--- config.mk ---
export PLATFORM = sky130hd
export DESIGN_NAME = cdb_arbiter_flat
export DESIGN_NICKNAME = d
export VERILOG_FILES = /design/src/rtl/cdb_arbiter_if.sv /design/src/rtl/cdb_arbiter.sv /design/src/flat_wrapper.sv
export SDC_FILE = /design/constraint.sdc
export NUM_CORES = 1
export LEC_CHECK = 0
export ABC_AREA = 1
export CORE_MARGIN = 2
export CORE_UTILIZATION = 42
export DETAILED_ROUTE_END_ITERATION = 12
export MAX_ROUTING_LAYER = met4
export PLACE_DENSITY_LB_ADDON = 0.05
export SETUP_SLACK_MARGIN = 0.3
export SLEW_MARGIN = 20
export SYNTH_ARGS = -nofsm -noshare
export SYNTH_HDL_FRONTEND = slang
export SYNTH_SLANG_ARGS = --single-unit
--- constraint.sdc ---
create_clock -name i_clk -period 1.1 [get_ports i_clk]
set_input_delay 0.22 -clock i_clk [delete_from_list [all_inputs] [get_ports i_clk]]
set_output_delay 0.22 -clock i_clk [all_outputs]
set_load 0.05 [all_outputs]
--- src/rtl/cdb_arbiter_if.sv ---
// Request/grant bundle between the execution queues and the CDB arbiter,
// plus the published CDB owner and divider status.
interface cdb_arbiter_if;
    logic       int_req;
    logic       int_grant;
    logic       ls_req;
    logic       ls_grant;
    logic       mult_req;
    logic       mult_grant;
    logic       div_req;
    logic       div_grant;
    logic [3:0] cdb_sel;
    logic       cdb_busy;
    logic       div_busy;

    modport slave (
        input  int_req, ls_req, mult_req, div_req,
        output int_grant, ls_grant, mult_grant, div_grant,
        output cdb_sel, cdb_busy, div_busy
    );

    modport master (
        output int_req, ls_req, mult_req, div_req,
        input  int_grant, ls_grant, mult_grant, div_grant,
        input  cdb_sel, cdb_busy, div_busy
    );
endinterface

--- src/rtl/cdb_arbiter.sv ---
// CDB issue scheduler: one grant per cycle, CDB slots reserved ahead so results never collide.
// Grant is combinational from req (0 cycles); owner appears on cdb_sel L cycles after grant.
// Ungranted requests must be held by the queue. Optional CDB_ARB_RR_EN: round-robin int/ls.
module cdb_arbiter #(
    parameter int MULT_LAT = 4,
    parameter int DIV_LAT  = 7
) (
    input  logic          i_clk,
    input  logic          i_rst,
    cdb_arbiter_if.slave  cdb
);

    localparam logic [1:0] OWN_INT  = 2'd0;
    localparam logic [1:0] OWN_LS   = 2'd1;
    localparam logic [1:0] OWN_MULT = 2'd2;
    localparam logic [1:0] OWN_DIV  = 2'd3;

    logic [DIV_LAT:0]       r_rsv_valid;
    logic [DIV_LAT:0][1:0]  r_rsv_owner;
    logic [3:0]             r_div_cnt;

    logic [DIV_LAT:0]       w_rsv_valid_nxt;
    logic [DIV_LAT:0][1:0]  w_rsv_owner_nxt;
    logic                   w_div_busy;
    logic                   w_int_elig;
    logic                   w_ls_elig;
    logic                   w_mult_elig;
    logic                   w_div_elig;
    logic                   w_int_gnt;
    logic                   w_ls_gnt;
    logic                   w_mult_gnt;
    logic                   w_div_gnt;

    assign w_div_busy  = (r_div_cnt != 4'd0);
    // A unit of latency L is eligible only if slot L is free, since that slot shifts to L-1.
    assign w_int_elig  = cdb.int_req  & ~r_rsv_valid[1];
    assign w_ls_elig   = cdb.ls_req   & ~r_rsv_valid[1];
    assign w_mult_elig = cdb.mult_req & ~r_rsv_valid[MULT_LAT];
    assign w_div_elig  = cdb.div_req  & ~r_rsv_valid[DIV_LAT] & ~w_div_busy;

`ifdef CDB_ARB_RR_EN
    logic r_rr_ptr;

    always_ff @(posedge i_clk or posedge i_rst) begin
        if (i_rst) begin
            r_rr_ptr <= 1'b0;
        end else if (w_int_gnt) begin
            r_rr_ptr <= 1'b1;
        end else if (w_ls_gnt) begin
            r_rr_ptr <= 1'b0;
        end
    end
`endif

    always_comb begin
        w_int_gnt  = 1'b0;
        w_ls_gnt   = 1'b0;
        w_mult_gnt = 1'b0;
        w_div_gnt  = 1'b0;
        if (!i_rst) begin
            if (w_div_elig) begin
                w_div_gnt = 1'b1;
            end else if (w_mult_elig) begin
                w_mult_gnt = 1'b1;
            end else begin
`ifdef CDB_ARB_RR_EN
                if (w_int_elig && w_ls_elig) begin
                    w_ls_gnt  = r_rr_ptr;
                    w_int_gnt = ~r_rr_ptr;
                end else begin
                    w_int_gnt = w_int_elig;
                    w_ls_gnt  = w_ls_elig;
                end
`else
                if (w_ls_elig) begin
                    w_ls_gnt = 1'b1;
                end else begin
                    w_int_gnt = w_int_elig;
                end
`endif
            end
        end
    end

    always_comb begin
        w_rsv_valid_nxt = {1'b0, r_rsv_valid[DIV_LAT:1]};
        w_rsv_owner_nxt = {2'b00, r_rsv_owner[DIV_LAT:1]};
        if (w_int_gnt) begin
            w_rsv_valid_nxt[0] = 1'b1;
            w_rsv_owner_nxt[0] = OWN_INT;
        end
        if (w_ls_gnt) begin
            w_rsv_valid_nxt[0] = 1'b1;
            w_rsv_owner_nxt[0] = OWN_LS;
        end
        if (w_mult_gnt) begin
            w_rsv_valid_nxt[MULT_LAT-1] = 1'b1;
            w_rsv_owner_nxt[MULT_LAT-1] = OWN_MULT;
        end
        if (w_div_gnt) begin
            w_rsv_valid_nxt[DIV_LAT-1] = 1'b1;
            w_rsv_owner_nxt[DIV_LAT-1] = OWN_DIV;
        end
    end

    always_ff @(posedge i_clk or posedge i_rst) begin
        if (i_rst) begin
            r_rsv_valid <= '0;
            r_rsv_owner <= '0;
            r_div_cnt   <= 4'd0;
        end else begin
            r_rsv_valid <= w_rsv_valid_nxt;
            r_rsv_owner <= w_rsv_owner_nxt;
            if (w_div_gnt) begin
                r_div_cnt <= 4'(DIV_LAT - 1);
            end else if (w_div_busy) begin
                r_div_cnt <= r_div_cnt - 4'd1;
            end
        end
    end

    assign cdb.int_grant  = w_int_gnt;
    assign cdb.ls_grant   = w_ls_gnt;
    assign cdb.mult_grant = w_mult_gnt;
    assign cdb.div_grant  = w_div_gnt;
    assign cdb.cdb_sel    = r_rsv_valid[0] ? (4'b0001 << r_rsv_owner[0]) : 4'b0000;
    assign cdb.cdb_busy   = r_rsv_valid[0];
    assign cdb.div_busy   = w_div_busy;

endmodule

--- src/flat_wrapper.sv ---
// flat-port wrapper written by rule: the top's interface ports become plain ports
module cdb_arbiter_flat 
#(
    parameter int MULT_LAT = 4,
    parameter int DIV_LAT  = 7
)
  (i_clk, i_rst, cdb_int_req, cdb_ls_req, cdb_mult_req, cdb_div_req, cdb_int_grant, cdb_ls_grant, cdb_mult_grant, cdb_div_grant, cdb_cdb_sel, cdb_cdb_busy, cdb_div_busy);
  cdb_arbiter_if cdb_i ();
  input  logic i_clk;
  input  logic i_rst;
  input wire logic [$bits(cdb_i.int_req)-1:0] cdb_int_req;
  input wire logic [$bits(cdb_i.ls_req)-1:0] cdb_ls_req;
  input wire logic [$bits(cdb_i.mult_req)-1:0] cdb_mult_req;
  input wire logic [$bits(cdb_i.div_req)-1:0] cdb_div_req;
  output wire logic [$bits(cdb_i.int_grant)-1:0] cdb_int_grant;
  output wire logic [$bits(cdb_i.ls_grant)-1:0] cdb_ls_grant;
  output wire logic [$bits(cdb_i.mult_grant)-1:0] cdb_mult_grant;
  output wire logic [$bits(cdb_i.div_grant)-1:0] cdb_div_grant;
  output wire logic [$bits(cdb_i.cdb_sel)-1:0] cdb_cdb_sel;
  output wire logic [$bits(cdb_i.cdb_busy)-1:0] cdb_cdb_busy;
  output wire logic [$bits(cdb_i.div_busy)-1:0] cdb_div_busy;
  assign cdb_i.int_req = cdb_int_req;
  assign cdb_i.ls_req = cdb_ls_req;
  assign cdb_i.mult_req = cdb_mult_req;
  assign cdb_i.div_req = cdb_div_req;
  assign cdb_int_grant = cdb_i.int_grant;
  assign cdb_ls_grant = cdb_i.ls_grant;
  assign cdb_mult_grant = cdb_i.mult_grant;
  assign cdb_div_grant = cdb_i.div_grant;
  assign cdb_cdb_sel = cdb_i.cdb_sel;
  assign cdb_cdb_busy = cdb_i.cdb_busy;
  assign cdb_div_busy = cdb_i.div_busy;
  cdb_arbiter #(.MULT_LAT(MULT_LAT), .DIV_LAT(DIV_LAT)) u_core (.i_clk(i_clk), .i_rst(i_rst), .cdb(cdb_i));
endmodule
==> load_flow_metrics.sql <==
INSERT INTO impl_metrics (metric_group, metric, value, unit) VALUES
('synthesis', 'largest_family_of_logic_cells_by_synthesized_area', 'simple AND/OR/NAND/NOR gates', ''),
('drt', 'drt-initial-drc-count', '12', ''),
('timing', 'largest_clock_skew_in_the_final_design', '0.01624', 'ns'),
('drt', 'detailed_routing_iteration_count_for_the_pre_antenna_repair_pass', '2', ''),
('synthesis', 'synth.area.mux_share', '0', ''),
('job', 'cap_violations', '0', ''),
('synthesis', 'yosys_register_bits', '16', ''),
('synthesis', 'post_synthesis_area_per_instance', '9.575', 'um2'),
('pwr', 'p_seq_frac', '0.277', ''),
('synthesis', 'yosysUniqueCellTypes', '19', ''),
('global_routing', 'grt_pass1_vias', '727', ''),
('outcome', 'failed_checks', 'setup timing', ''),
('drt', 'routed_wirelength', '2385', 'um'),
('drt', 'detailroute.via_count', '658', ''),
('drt', 'viasPerCell', '4.947', ''),
('synthesis', 'synthCells', '72', ''),
('placed_design', 'port-buffer-count', '15', ''),
('synthesis', 'yosysWarningCount', '0', ''),
('clocking', 'clk_pin_slew_worst_paths', '0.09', 'ns'),
('clocking', 'cts_root_buffer', 'sky130_fd_sc_hd__clkbuf_4', ''),
('timing', 'final-hold-violation-count', '0', ''),
('drt', 'remaining_drc_errors', '0', ''),
('global_routing', 'antenna_found_initial', '0', ''),
('timing', 'min_period', '1.684', 'ns'),
('critical_path', 'critical-path-max-stage-delay', '0.40', 'ns'),
('floorplanning', 'core.rowCount', '14', ''),
('timing', 'unrepaired_setup_endpoints_after_global_routing', 'true', ''),
('clocking', 'cts_buffer_depth', '2', ''),
('cells_and_area', 'drive_above_1_share', '0.6325', ''),
('critical_path', 'cp.required', '0.88', 'ns'),
('drt', 'route.detailed.wl_per_inst', '17.93', 'um'),
('critical_path', 'worstPathCellList', 'inv_2, ha_4, nand3_4, nand3_4, clkinvlp_4, buf_12', ''),
('synthesis', 'post_synth_instance_area', '689.4', 'um2'),
('timing', 'fin_ws', '-0.5840', 'ns'),
('worst_hold_path', 'hp-start', 'u_core.r_rsv_owner[10]', ''),
('placed_design', 'finalWeightedCongestion', '0.8023', ''),
('pwr', 'power_report.internal_total', '1.792', 'mW'),
('clocking', 'htreeDepth', '1', ''),
('global_routing', 'globalRoute.totalOverflow', '0', ''),
('worst_hold_path', 'min_delay_path_depth', '0', ''),
('drt', 'ant_nets', '0', ''),
('critical_path', 'critPathLaunchType', 'flop', ''),
('floorplanning', 'ios', '16', ''),
('timing', 'final_max_slew_viol_count', '0', ''),
('outcome', 'status', 'finished, violations left', ''),
('critical_path', 'timing.rr.start', 'u_core.r_div_cnt[1]', ''),
('cells_and_area', 'final_net_count', '126', ''),
('pwr', 'power.density_cell_area', '2108', 'nW/um2'),
('synthesis', 'xor_xnor_cell_area_share_of_the_yosys_netlist', '0.01270', ''),
('synthesis', 'netlist.top_cell.by_area', 'sky130_fd_sc_hd__dfrtp_1', ''),
('synthesis', 'synth_seq_area_share', '0.5808', ''),
('pwr', 'power.share.switching', '0.3948', ''),
('timing', 'total_of_endpoints_with_negative_setup_slack_in_the_final_report', '17', ''),
('timing', 'max_freq', '0.5938', 'GHz'),
('critical_path', 'critical_path_s_top_delay_family', 'flip-flops', ''),
('critical_path', 'end_kind', 'output port', ''),
('clocking', 'cts_tree', 'built', ''),
('placed_design', 'placement.cell_area', '1214', 'um2'),
('pwr', 'power.static_leakage', '0.6637', 'nW'),
('floorplanning', 'start_util', '0.4524', ''),
('timing', 'final.period_utilization', '1.531', ''),
('critical_path', 'crit_path_frequent_cell', 'sky130_fd_sc_hd__nand3_4', ''),
('global_routing', 'largest_net_degree_at_the_start_of_global_routing', '17', ''),
('timing', 'slew-limit-headroom', '0.7632', ''),
('timing', 'tightestPinTransition', '0.3548', 'ns'),
('synthesis', 'yosys-top-cells-area', 'sky130_fd_sc_hd__dfrtp_1, sky130_fd_sc_hd__inv_1, sky130_fd_sc_hd__nand2_1', ''),
('synthesis', 'synthAdderAreaFrac', '0.03630', ''),
('synthesis', 'synth_top_area_share', '0.5808', ''),
('cells_and_area', 'postLayoutCellArea', '1405', 'um2'),
('cells_and_area', 'layout.cells.most_common', 'sky130_fd_sc_hd__buf_4', ''),
('critical_path', 'crit_arrival', '1.46', 'ns');
==> how the worst max path moves through the flow <==
stage,from,end,slack [ns],cells after the start
3_3_place_gp,i_rst,cdb_int_grant,-0.43,5
5_1_grt,u_core.r_div_cnt[1],cdb_int_grant,-0.63,6
3_5_place_dp,i_rst,cdb_int_grant,-0.44,5
4_1_cts,u_core.r_div_cnt[2],cdb_int_grant,-0.54,5
2_1_floorplan,u_core.r_rsv_valid[0],cdb_cdb_sel[0],-0.33,2
6_report,u_core.r_div_cnt[1],cdb_int_grant,-0.58,6
==> per-stage QoR <==
step	utilization	TNS (ns)	instances	hold WS [ns]
6_report	0.9220	-6.088	133	0.3579
3_3_place_gp	0.7964	-3.045	119	0.3323
2_1_floorplan	-	-2.409	72	0.1641
3_5_place_dp	0.7964	-3.320	119	0.3365
4_1_cts	0.8768	-5.061	127	0.3588
5_1_grt	0.9220	-6.881	133	0.3657
==> cell families (layout without fill, tap and decap cells) <==
group / count (synthesis) / count (layout)
flops: 16 / 16
buf+inv: 21 / 66
fa+ha+maj: 2 / 2
xor+xnor: 1 / 1
compound gates: 7 / 7
simple gates: 25 / 25
==> per-layer routing <==
metal | share of wire | track usage | vias to the layer above
met5 | 0 | - | -
met4 | 0.024 | 0.1212 | 0
met3 | 0.039 | 0.09796 | 7
met2 | 0.54 | 0.4377 | 17
met1 | 0.40 | 0.2375 | 326
li1 | - | - | 308
==> timing repair <==
| item | in CTS | in global routing |
|---|---|---|
| gates resized for setup | 15 | 8 |
| setup endpoints to repair | 18 | 18 |
| endpoints found under the hold margin | 0 | 0 |
| pin swaps | 9 | 4 |
| buffers inserted | 4 | 6 |
| hold buffers | 0 | 0 |
==> synth_stat cells <==
master	count
sky130_fd_sc_hd__dfrtp_1	16
sky130_fd_sc_hd__nor2_4	1
sky130_fd_sc_hd__o21ai_2	1
sky130_fd_sc_hd__nand2_1	9
sky130_fd_sc_hd__nor2_2	1
sky130_fd_sc_hd__nand2_2	1
sky130_fd_sc_hd__o211ai_1	1
sky130_fd_sc_hd__a21oi_1	3
sky130_fd_sc_hd__nand3_1	3
sky130_fd_sc_hd__inv_2	1
sky130_fd_sc_hd__clkbuf_1	2
sky130_fd_sc_hd__nand3_2	3
sky130_fd_sc_hd__ha_1	2
sky130_fd_sc_hd__nor2_1	3
sky130_fd_sc_hd__o22ai_1	1
sky130_fd_sc_hd__o21ai_1	1
sky130_fd_sc_hd__nor3_1	4
sky130_fd_sc_hd__xnor2_1	1
sky130_fd_sc_hd__inv_1	18
==> registers in the layout, indices dropped and copies added, names as in the netlist <==
register,cells
u_core.r_rsv_valid,4
u_core.r_rsv_owner,8
u_core.r_div_cnt,4
==> area by class of cell <==
type                            instances  area (um2)
Clock buffer                            4       36.28
Timing Repair Buffer                   43       505.5
Inverter                               19       82.58
Fill cell                              54       118.9
Tap cell                               16       20.02
Sequential cell                        16       402.9
Multi-Input combinational cell         35       357.8
==> power groups by stage <==
stage	clock network, mW	logic [mW]	registers (mW)
CTS	0.414	1.55	0.797
detailed placement	0	1.34	0.804
global route	0.449	1.83	0.825
finish	0.421	1.72	0.820
global placement	0	1.26	0.796
floorplan	0	0.689	0.844
Note: power is estimated with default switching activity, not from simulation.
